### src/rtl/universal_sr_param_if.sv
`default_nettype none
// ----------------------------------------------------------------------------
// universal_sr_param_if : control/data bundle for universal_sr_param
// Rev 1.0
// ----------------------------------------------------------------------------
interface universal_sr_param_if #(
  parameter int WIDTH = 8,
  parameter int CW    = 4
);
  logic             en;
  logic [2:0]       sel;
  logic [WIDTH-1:0] parin;
  logic             sin_r;
  logic             sin_l;
  logic [CW-1:0]    amt;
  logic             start;
  logic             busy;
  logic             done;
  logic [WIDTH-1:0] out;
  logic             sout_r;
  logic             sout_l;

  modport master (
    output en, sel, parin, sin_r, sin_l, amt, start,
    input  busy, done, out, sout_r, sout_l
  );

  modport slave (
    input  en, sel, parin, sin_r, sin_l, amt, start,
    output busy, done, out, sout_r, sout_l
  );
endinterface
`default_nettype wire

### src/rtl/universal_sr_param.sv
`default_nettype none
// ----------------------------------------------------------------------------
// universal_sr_param : WIDTH-bit universal shift register with burst engine
// Optional macro USR_ROTATE_EN enables ROTR (101) / ROTL (110).
// Rev 1.0
// ----------------------------------------------------------------------------
module universal_sr_param #(
  parameter int WIDTH = 8,
  parameter int CW    = 4
) (
  input  wire logic           clk,
  input  wire logic           clr,
  universal_sr_param_if.slave bus
);

  localparam logic [2:0] c_HOLD = 3'b000;
  localparam logic [2:0] c_SHR  = 3'b001;
  localparam logic [2:0] c_SHL  = 3'b010;
  localparam logic [2:0] c_LOAD = 3'b011;
  localparam logic [2:0] c_ASR  = 3'b100;
  localparam logic [2:0] c_ROTR = 3'b101;
  localparam logic [2:0] c_ROTL = 3'b110;
  localparam logic [2:0] c_CLR  = 3'b111;

  typedef enum logic [0:0] {
    IDLE = 1'b0,
    RUN  = 1'b1
  } state_t;

  state_t           state_q;
  logic [2:0]       mode_q;
  logic [CW-1:0]    cnt_q;
  logic [WIDTH-1:0] out_q;
  logic             done_q;

  logic [2:0]       op_d;
  logic [WIDTH-1:0] out_d;
  logic             start_ok_d;

  always_comb begin
    start_ok_d = 1'b0;
    case (bus.sel)
      c_SHR, c_SHL, c_ASR: start_ok_d = 1'b1;
`ifdef USR_ROTATE_EN
      c_ROTR, c_ROTL:      start_ok_d = 1'b1;
`endif
      default:             start_ok_d = 1'b0;
    endcase
  end

  // During a burst the latched mode drives the datapath, not the live sel.
  always_comb begin
    op_d  = (state_q == RUN) ? mode_q : bus.sel;
    out_d = out_q;
    case (op_d)
      c_HOLD: out_d = out_q;
      c_SHR:  out_d = {bus.sin_r, out_q[WIDTH-1:1]};
      c_SHL:  out_d = {out_q[WIDTH-2:0], bus.sin_l};
      c_LOAD: out_d = bus.parin;
      c_ASR:  out_d = {out_q[WIDTH-1], out_q[WIDTH-1:1]};
`ifdef USR_ROTATE_EN
      c_ROTR: out_d = {out_q[0], out_q[WIDTH-1:1]};
      c_ROTL: out_d = {out_q[WIDTH-2:0], out_q[WIDTH-1]};
`else
      c_ROTR: out_d = out_q;
      c_ROTL: out_d = out_q;
`endif
      c_CLR:  out_d = '0;
      default: out_d = out_q;
    endcase
  end

  always_ff @(posedge clk or negedge clr) begin
    if (!clr) begin
      state_q <= IDLE;
      mode_q  <= c_HOLD;
      cnt_q   <= '0;
      out_q   <= '0;
      done_q  <= 1'b0;
    end else begin
      done_q <= 1'b0;
      case (state_q)
        IDLE: begin
          if (bus.start && start_ok_d) begin
            mode_q  <= bus.sel;
            cnt_q   <= bus.amt;
            state_q <= RUN;
          end else if (bus.en) begin
            out_q <= out_d;
          end
        end
        RUN: begin
          // A zero count still spends one RUN cycle before signalling done.
          if (cnt_q != '0) begin
            out_q <= out_d;
            cnt_q <= cnt_q - CW'(1);
          end
          if (cnt_q <= CW'(1)) begin
            state_q <= IDLE;
            done_q  <= 1'b1;
          end
        end
        default: state_q <= IDLE;
      endcase
    end
  end

  assign bus.out    = out_q;
  assign bus.busy   = (state_q == RUN);
  assign bus.done   = done_q;
  assign bus.sout_r = out_q[0];
  assign bus.sout_l = out_q[WIDTH-1];

endmodule
`default_nettype wire

### src/flat_wrapper.sv
// flat-port wrapper written by rule: the top's interface ports become plain ports
module universal_sr_param_flat 
#(
  parameter int WIDTH = 8,
  parameter int CW    = 4
)
  (clk, clr, bus_en, bus_sel, bus_parin, bus_sin_r, bus_sin_l, bus_amt, bus_start, bus_busy, bus_done, bus_out, bus_sout_r, bus_sout_l);
  universal_sr_param_if #(.WIDTH(WIDTH), .CW(CW)) bus_i ();
  input  wire logic clk;
  input  wire logic clr;
  input wire logic [$bits(bus_i.en)-1:0] bus_en;
  input wire logic [$bits(bus_i.sel)-1:0] bus_sel;
  input wire logic [$bits(bus_i.parin)-1:0] bus_parin;
  input wire logic [$bits(bus_i.sin_r)-1:0] bus_sin_r;
  input wire logic [$bits(bus_i.sin_l)-1:0] bus_sin_l;
  input wire logic [$bits(bus_i.amt)-1:0] bus_amt;
  input wire logic [$bits(bus_i.start)-1:0] bus_start;
  output wire logic [$bits(bus_i.busy)-1:0] bus_busy;
  output wire logic [$bits(bus_i.done)-1:0] bus_done;
  output wire logic [$bits(bus_i.out)-1:0] bus_out;
  output wire logic [$bits(bus_i.sout_r)-1:0] bus_sout_r;
  output wire logic [$bits(bus_i.sout_l)-1:0] bus_sout_l;
  assign bus_i.en = bus_en;
  assign bus_i.sel = bus_sel;
  assign bus_i.parin = bus_parin;
  assign bus_i.sin_r = bus_sin_r;
  assign bus_i.sin_l = bus_sin_l;
  assign bus_i.amt = bus_amt;
  assign bus_i.start = bus_start;
  assign bus_busy = bus_i.busy;
  assign bus_done = bus_i.done;
  assign bus_out = bus_i.out;
  assign bus_sout_r = bus_i.sout_r;
  assign bus_sout_l = bus_i.sout_l;
  universal_sr_param #(.WIDTH(WIDTH), .CW(CW)) u_core (.clk(clk), .clr(clr), .bus(bus_i));
endmodule
### config.mk
export PLATFORM = sky130hd
export DESIGN_NAME = universal_sr_param_flat
export DESIGN_NICKNAME = d
export VERILOG_FILES = /design/src/rtl/universal_sr_param_if.sv /design/src/rtl/universal_sr_param.sv /design/src/flat_wrapper.sv
export SDC_FILE = /design/constraint.sdc
export NUM_CORES = 1
export LEC_CHECK = 0
export BUFFER_PORTS_ARGS = -buffer_cell sky130_fd_sc_hd__buf_2
export CORE_MARGIN = 8
export CORE_UTILIZATION = 40
export DETAILED_ROUTE_END_ITERATION = 10
export SLEW_MARGIN = 20
export SYNTH_ARGS = -nofsm -noshare
export SYNTH_HDL_FRONTEND = slang
export SYNTH_SLANG_ARGS = --single-unit
### constraint.sdc
create_clock -name clk -period 4.4 [get_ports clk]
set_clock_uncertainty 0.15 [all_clocks]
set_input_delay 0.66 -clock clk [delete_from_list [all_inputs] [get_ports clk]]
set_output_delay 0.66 -clock clk [all_outputs]
set_load 0.01 [all_outputs]
[Yosys cells after proc, flatten, opt, wreduce, memory -nomap -nowiden]
Cells that the tools add are included.
Storage, ports and cells
  bits of input ports: 21
  bits in registers: 17
  logic and storage cells: 45
  output and inout port bits: 12
Operators by class
  bitwise operators: 1
  order comparisons: 1
  add/sub/neg operators: 1
  multiplexer cells: 15
  reductions and logical operators: 8
  equal/unequal tests: 14
Operators with widths (number)
  one-hot mux 8 bit (6 select lines): 1
  two-way mux 8 bit: 3
  one-hot mux 8 bit (2 select lines): 1
  == test 3 bit, second input constant: 5
  == test 3 x 2 -> 1 bit, second input constant: 3
  two-way mux 4 bit: 2
  one-hot mux 4 bit (2 select lines): 1
  == test 3 x 1 -> 1 bit, second input constant: 2
  inequality test 2 bit, second input constant: 3
  OR reduction 3 bit: 2
  two-way mux 1 bit: 5
  <= comparator 4 x 1 -> 1 bit, second input constant: 1
  AND reduction 2 bit: 2
  nonzero test 4 bit: 1
  subtractor 4 x 1 -> 4 bit, second input constant: 1
  zero test 3 bit: 1
  two-way mux 3 bit: 1
  AND reduction 3 bit: 1
  inequality test 2 x 1 -> 1 bit, second input constant: 1
  one-hot mux 1 bit (2 select lines): 1
  logical AND 1 bit: 1
  inverter 1 bit: 1

[Logic depth before layout (Yosys ltp)]
  word-level depth: 7
  gate-level depth with buffers: 7
  depth with buffers taken out: 7

[Least setup slack after synthesis]
Ideal clock, no wire load.
  path kind: input-to-reg
  start: input bus_sel[0]
  end: register u_core.out_q[0] (netlist: u_core.bus.out[0])
  slack: 2.236 ns
  cell stages on the path: 6
  data required time: 4.122 ns
  arrival time: 1.886 ns
  library setup time: 0.128 ns
  path buffers: 1
  cells stage by stage: buf_2 -> mux2i_4 -> a311o_1 -> o311ai_2 -> nand3_4 -> mux2_1
Between the ends
  cells in the longest elaborated chain, start to end: 7
  elaborated cells on any way between the ends: 23
  classes of those cells: eq/ne: 11; mux: 7; reduce/logical: 5
RTL lines
  from (decl): line flat_wrapper.sv:12  | input wire logic [$bits(bus_i.sel)-1:0] bus_sel;
  two-way mux 3 bit: line universal_sr_param.sv:53  | op_d = (state_q == RUN) ? mode_q : bus.sel;
  == test 3 bit or zero test 3 bit (tied branches): line universal_sr_param.sv:55  | case (op_d)
  OR reduction 3 bit (no source line)
  one-hot mux 8 bit (6 select lines): line universal_sr_param.sv:55
  two-way mux 8 bit: line universal_sr_param.sv:88  | end else if (bus.en) begin
  two-way mux 8 bit: line universal_sr_param.sv:84  | if (bus.start && start_ok_d) begin
  one-hot mux 8 bit (2 select lines): line universal_sr_param.sv:82  | case (state_q)
  to (signal assigned): line universal_sr_param.sv:89  | out_q <= out_d;
  to (signal assigned): line universal_sr_param.sv:95  | out_q <= out_d;
  to (decl): line universal_sr_param.sv:33  | logic [WIDTH-1:0] out_q;
Parallel ways exist; a longest one is shown, timed or not. The select of a mux whose other input is x is not followed.
A chain may end at the register's enable or synchronous reset.

[Worst setup path in the final report]
  start: register u_core.state_q (netlist: u_core.bus.busy)
  end: register u_core.out_q[1] (netlist: u_core.bus.out[1])
Between the ends
  cells in the longest elaborated chain, start to end: 7
  elaborated cells on any way between the ends: 20
  classes of those cells: eq/ne: 10; mux: 6; bitwise: 1; reduce/logical: 3
RTL lines
  from (decl): line universal_sr_param.sv:30  | state_t state_q;
  from (signal assigned): line universal_sr_param.sv:75  | state_q <= IDLE;
  from (signal assigned): line universal_sr_param.sv:87  | state_q <= RUN;
  from (signal assigned): line universal_sr_param.sv:99  | state_q <= IDLE;
  two-way mux 3 bit: line universal_sr_param.sv:53
  == test 3 bit or zero test 3 bit (tied branches): line universal_sr_param.sv:55
  OR reduction 3 bit (no source line)
  one-hot mux 8 bit (6 select lines): line universal_sr_param.sv:55
  two-way mux 8 bit: line universal_sr_param.sv:88
  two-way mux 8 bit: line universal_sr_param.sv:84
  one-hot mux 8 bit (2 select lines): line universal_sr_param.sv:82
Parallel ways exist; a longest one is shown, timed or not. The select of a mux whose other input is x is not followed.

==> implementation parameters <==
Parameter                              Value

Clocking
  Master cell of the clock root buffer ... sky130_fd_sc_hd__clkbuf_4
  Number of instances resized during post-cts repair ... 0
  Buffers from clock root to sink, at most ... 2
  CTS sink count ... 17
  Total clock buffers created by CTS ... 3
  Post-CTS Repair Setup Buffers ... 0
  Number of H-tree branching levels ... 1
  CTS clock-pin slew for the worst setup and hold paths ... 90 ps
  TritonCTS clock tree ... built
  Number of hold buffers added after cts ... 0
  Later-pin clock latency in the skew report ... 280 ps

Die
  Initial Util ... 0.420
  Core box area ... 2760 um2
  Top-Level Pins ... 33
  Overall die width ... 69.8 um
  Height of the die ... 69.8 um
  Core Rows ... 19
  Full die area ... 4870 um2

Finish
  Layout Utilization ... 0.487
  Most common library cell in the layout ignoring fill and taps ... sky130_fd_sc_hd__buf_2
  Top library cells by usage in the layout, fill and taps aside ... sky130_fd_sc_hd__buf_2, sky130_fd_sc_hd__dfrtp_1, sky130_fd_sc_hd__mux2_1, sky130_fd_sc_hd__mux2i_1, sky130_fd_sc_hd__o2bb2ai_1
  Post-route non-filler standard cell count ... 170
  Post-synthesis to final-layout area growth ... 16.0%
  Ratio of cells with drive above 1 in the final layout ... 0.288
  Layout net count ... 164
  Diode insertion count for antenna repair ... 0

Logic synthesis
  Number of cells produced by synthesis ... 110
  Proportion of synthesized chip area in sequential cells ... 0.367
  Synthesized netlist net count ... 134
  Unique cell type count in the Yosys netlist ... 33
  Synth Cell Area ... 1160 um2
  Synth warn ... 0
  #FFs+latches synth ... 17
  Top post-synthesis cells by area ... sky130_fd_sc_hd__dfrtp_1, sky130_fd_sc_hd__mux2_1, sky130_fd_sc_hd__mux2i_1, sky130_fd_sc_hd__o2bb2ai_1, sky130_fd_sc_hd__xnor2_1
  Biggest area consumer among synthesized cells ... sky130_fd_sc_hd__dfrtp_1
  Post-synth top area share ... 0.367
  Post-synthesis area per instance ... 10.5 um2

Flow run
  Maximum Capacitance Violations ... 0

STA
  Post-route setup slack ... 2100 ps
  Setup repair after global routing missed its margin ... no
  Slew at the pin closest to its max-slew limit ... 746 ps
  Fin crit share ... 0.523
  Setup TNS ... 0 ps
  Final count of negative-setup-slack endpoints ... 0
  Maximum clock frequency ... 0.435 GHz
  Final-report max-slew violation count ... 0
  Hold_ws ... 123 ps
  Post-layout minimum cycle time ... 2300 ps
  Final hold violation count ... 0
  Relative slew slack ... 0.500

Power and ir drop
  Worst IR drop on VDD ... 0.000326 V
  Leakage component of the power ... 0.651 nW
  P per Cell Area ... 690 nW/um2

Global route
  Residual overflow from global routing ... 0
  Number of global-route vias before repair ... 924
  Largest net degree at the start of global routing ... 18
  GRT Overall Usage ... 0.105
  Number of antenna violations at the first check in global routing ... 0
  Wire length of the first global-routing pass ... 4.42 mm

Critical path
  Critical Path Slowest Stage Cell ... sky130_fd_sc_hd__dfrtp_1
  Data required, critical path ... 4420 ps
  Critical Path Fanout Max ... 13
  Delay of the slowest critical-path stage ... 640 ps
  Setup slack on the worst flop-to-flop path ... 2100 ps
  WP data arrival ... 2320 ps
  Worst setup EP type ... flop
  Cell-by-cell listing of the critical path ... mux2i_4, a311o_1, o311ai_2, nand3_4, mux2_1
  Worst Setup Start Kind ... flop
  Crit path kind ... flop to flop

Detailed routing
  Per-cell via count in the routed design ... 5.32
  Total length of routed wires ... 2.49 mm
  DRT antenna net count ... 0
  Final routed wire length divided by cell count ... 14.6 um
  Remaining design rule violation count ... 0
  Number of violations reported at the end of detailed-routing iteration 0 ... 34
  Count of vias placed by the detailed router ... 905
  First drt pass iteration count ... 5

Placement
  Placer's final routability congestion estimate ... 0.821
  Post-DP HPWL ... 1.95 mm
  Number of buffer cells added on primary ports ... 32
  # placed instances ... 166
  Worst-case setup slack after placement ... 1850 ps

Min path
  Worst min-delay path class ... input port to asynchronous set/reset pin

Run status
  Status ... completed
[critical path, delay by kind of cell (launching register included)]
family	cells	cell delay, ps
mux	2	910
flops	1	640
simple gates	1	160
compound gates	2	330
[state kept, by name, summed over array words and instances (netlist names)]
name and count:
u_core.bus.busy 1, u_core.bus.done 1, u_core.bus.out 8, u_core.cnt_q 4, u_core.mode_q 3
[final timing paths]
| check | startpoint | to | depth (start not counted) |
|---|---|---|---|
| setup / recovery | u_core.bus.busy | u_core.bus.out[1] | 5 |
| hold / removal | clr | u_core.mode_q[2] | 1 |
| setup reg to reg | u_core.bus.busy | u_core.bus.out[1] | 5 |
| hold reg to reg | u_core.bus.out[0] | u_core.bus.out[0] | 1 |
| max in group asynchronous | clr | u_core.bus.out[0] | 1 |
| min in group clk | u_core.bus.out[0] | u_core.bus.out[0] | 1 |
[cells by family (layout without fill, tap and decap cells)]
family,after synthesis,after routing,synth area share
and+or+nand+nor,24,24,0.118
AOI/OAI and AO/OA,23,23,0.160
muxes,22,22,0.213
DFF,17,17,0.367
buffers and inverters,14,43,0.0572
xor gates and xnor gates,7,7,0.0529
adders and majority gates,3,3,0.0324
[final cells by class]
type | instances | area, um2
clock buffers | 4 | 26.3
repair buffers | 32 | 160
fillers | 282 | 1410
inverters | 7 | 26.3
well taps | 31 | 38.8
multi-input cells | 79 | 667
flip-flops and latches | 17 | 425
[cells in the mapped netlist]
master,n
sky130_fd_sc_hd__dfrtp_1,17
sky130_fd_sc_hd__mux2_1,10
sky130_fd_sc_hd__mux2i_1,10
sky130_fd_sc_hd__o2bb2ai_1,8
sky130_fd_sc_hd__xnor2_1,7
sky130_fd_sc_hd__inv_1,6
sky130_fd_sc_hd__nand2_1,6
sky130_fd_sc_hd__buf_2,5
sky130_fd_sc_hd__nor2_1,4
sky130_fd_sc_hd__ha_1,3
sky130_fd_sc_hd__o21ai_1,3
sky130_fd_sc_hd__a31oi_1,2
sky130_fd_sc_hd__and3_1,2
sky130_fd_sc_hd__buf_4,2
sky130_fd_sc_hd__nand2b_1,2
sky130_fd_sc_hd__nand3_1,2
sky130_fd_sc_hd__nor3_1,2
sky130_fd_sc_hd__nor3b_1,2
sky130_fd_sc_hd__o21ai_0,2
sky130_fd_sc_hd__o221a_1,2
sky130_fd_sc_hd__a21oi_1,1
sky130_fd_sc_hd__a221oi_1,1
sky130_fd_sc_hd__a311o_1,1
sky130_fd_sc_hd__inv_2,1
sky130_fd_sc_hd__mux2_2,1
sky130_fd_sc_hd__mux2i_4,1
sky130_fd_sc_hd__nand3_4,1
sky130_fd_sc_hd__nor4_1,1
sky130_fd_sc_hd__o221ai_1,1
sky130_fd_sc_hd__o22ai_1,1
sky130_fd_sc_hd__o311ai_2,1
sky130_fd_sc_hd__or3_1,1
sky130_fd_sc_hd__or3b_1,1
[stage by stage]
step	power [W]	instance area [um2]
floorplan	0.000728	1160
global placement	0.000840	1320
detailed placement	0.000851	1320
CTS	0.000932	1340
global route	0.00101	1340
finish	0.000927	1340
[per-layer routing]
layer / track usage / wire (um)
met3: 0.0329 / 147
met4: 0.0335 / 0
met5: 0 / 0
met1: 0.135 / 1190
met2: 0.160 / 1150
[power breakdown]
| part | internal (W) | switching (W) |
|---|---|---|
| logic | 0.000261 | 0.000259 |
| registers | 0.000226 | 0.0000987 |
| clock network | 0.0000352 | 0.0000461 |
| total | 0.000522 | 0.000404 |
Power figures use the tool's default switching activity.
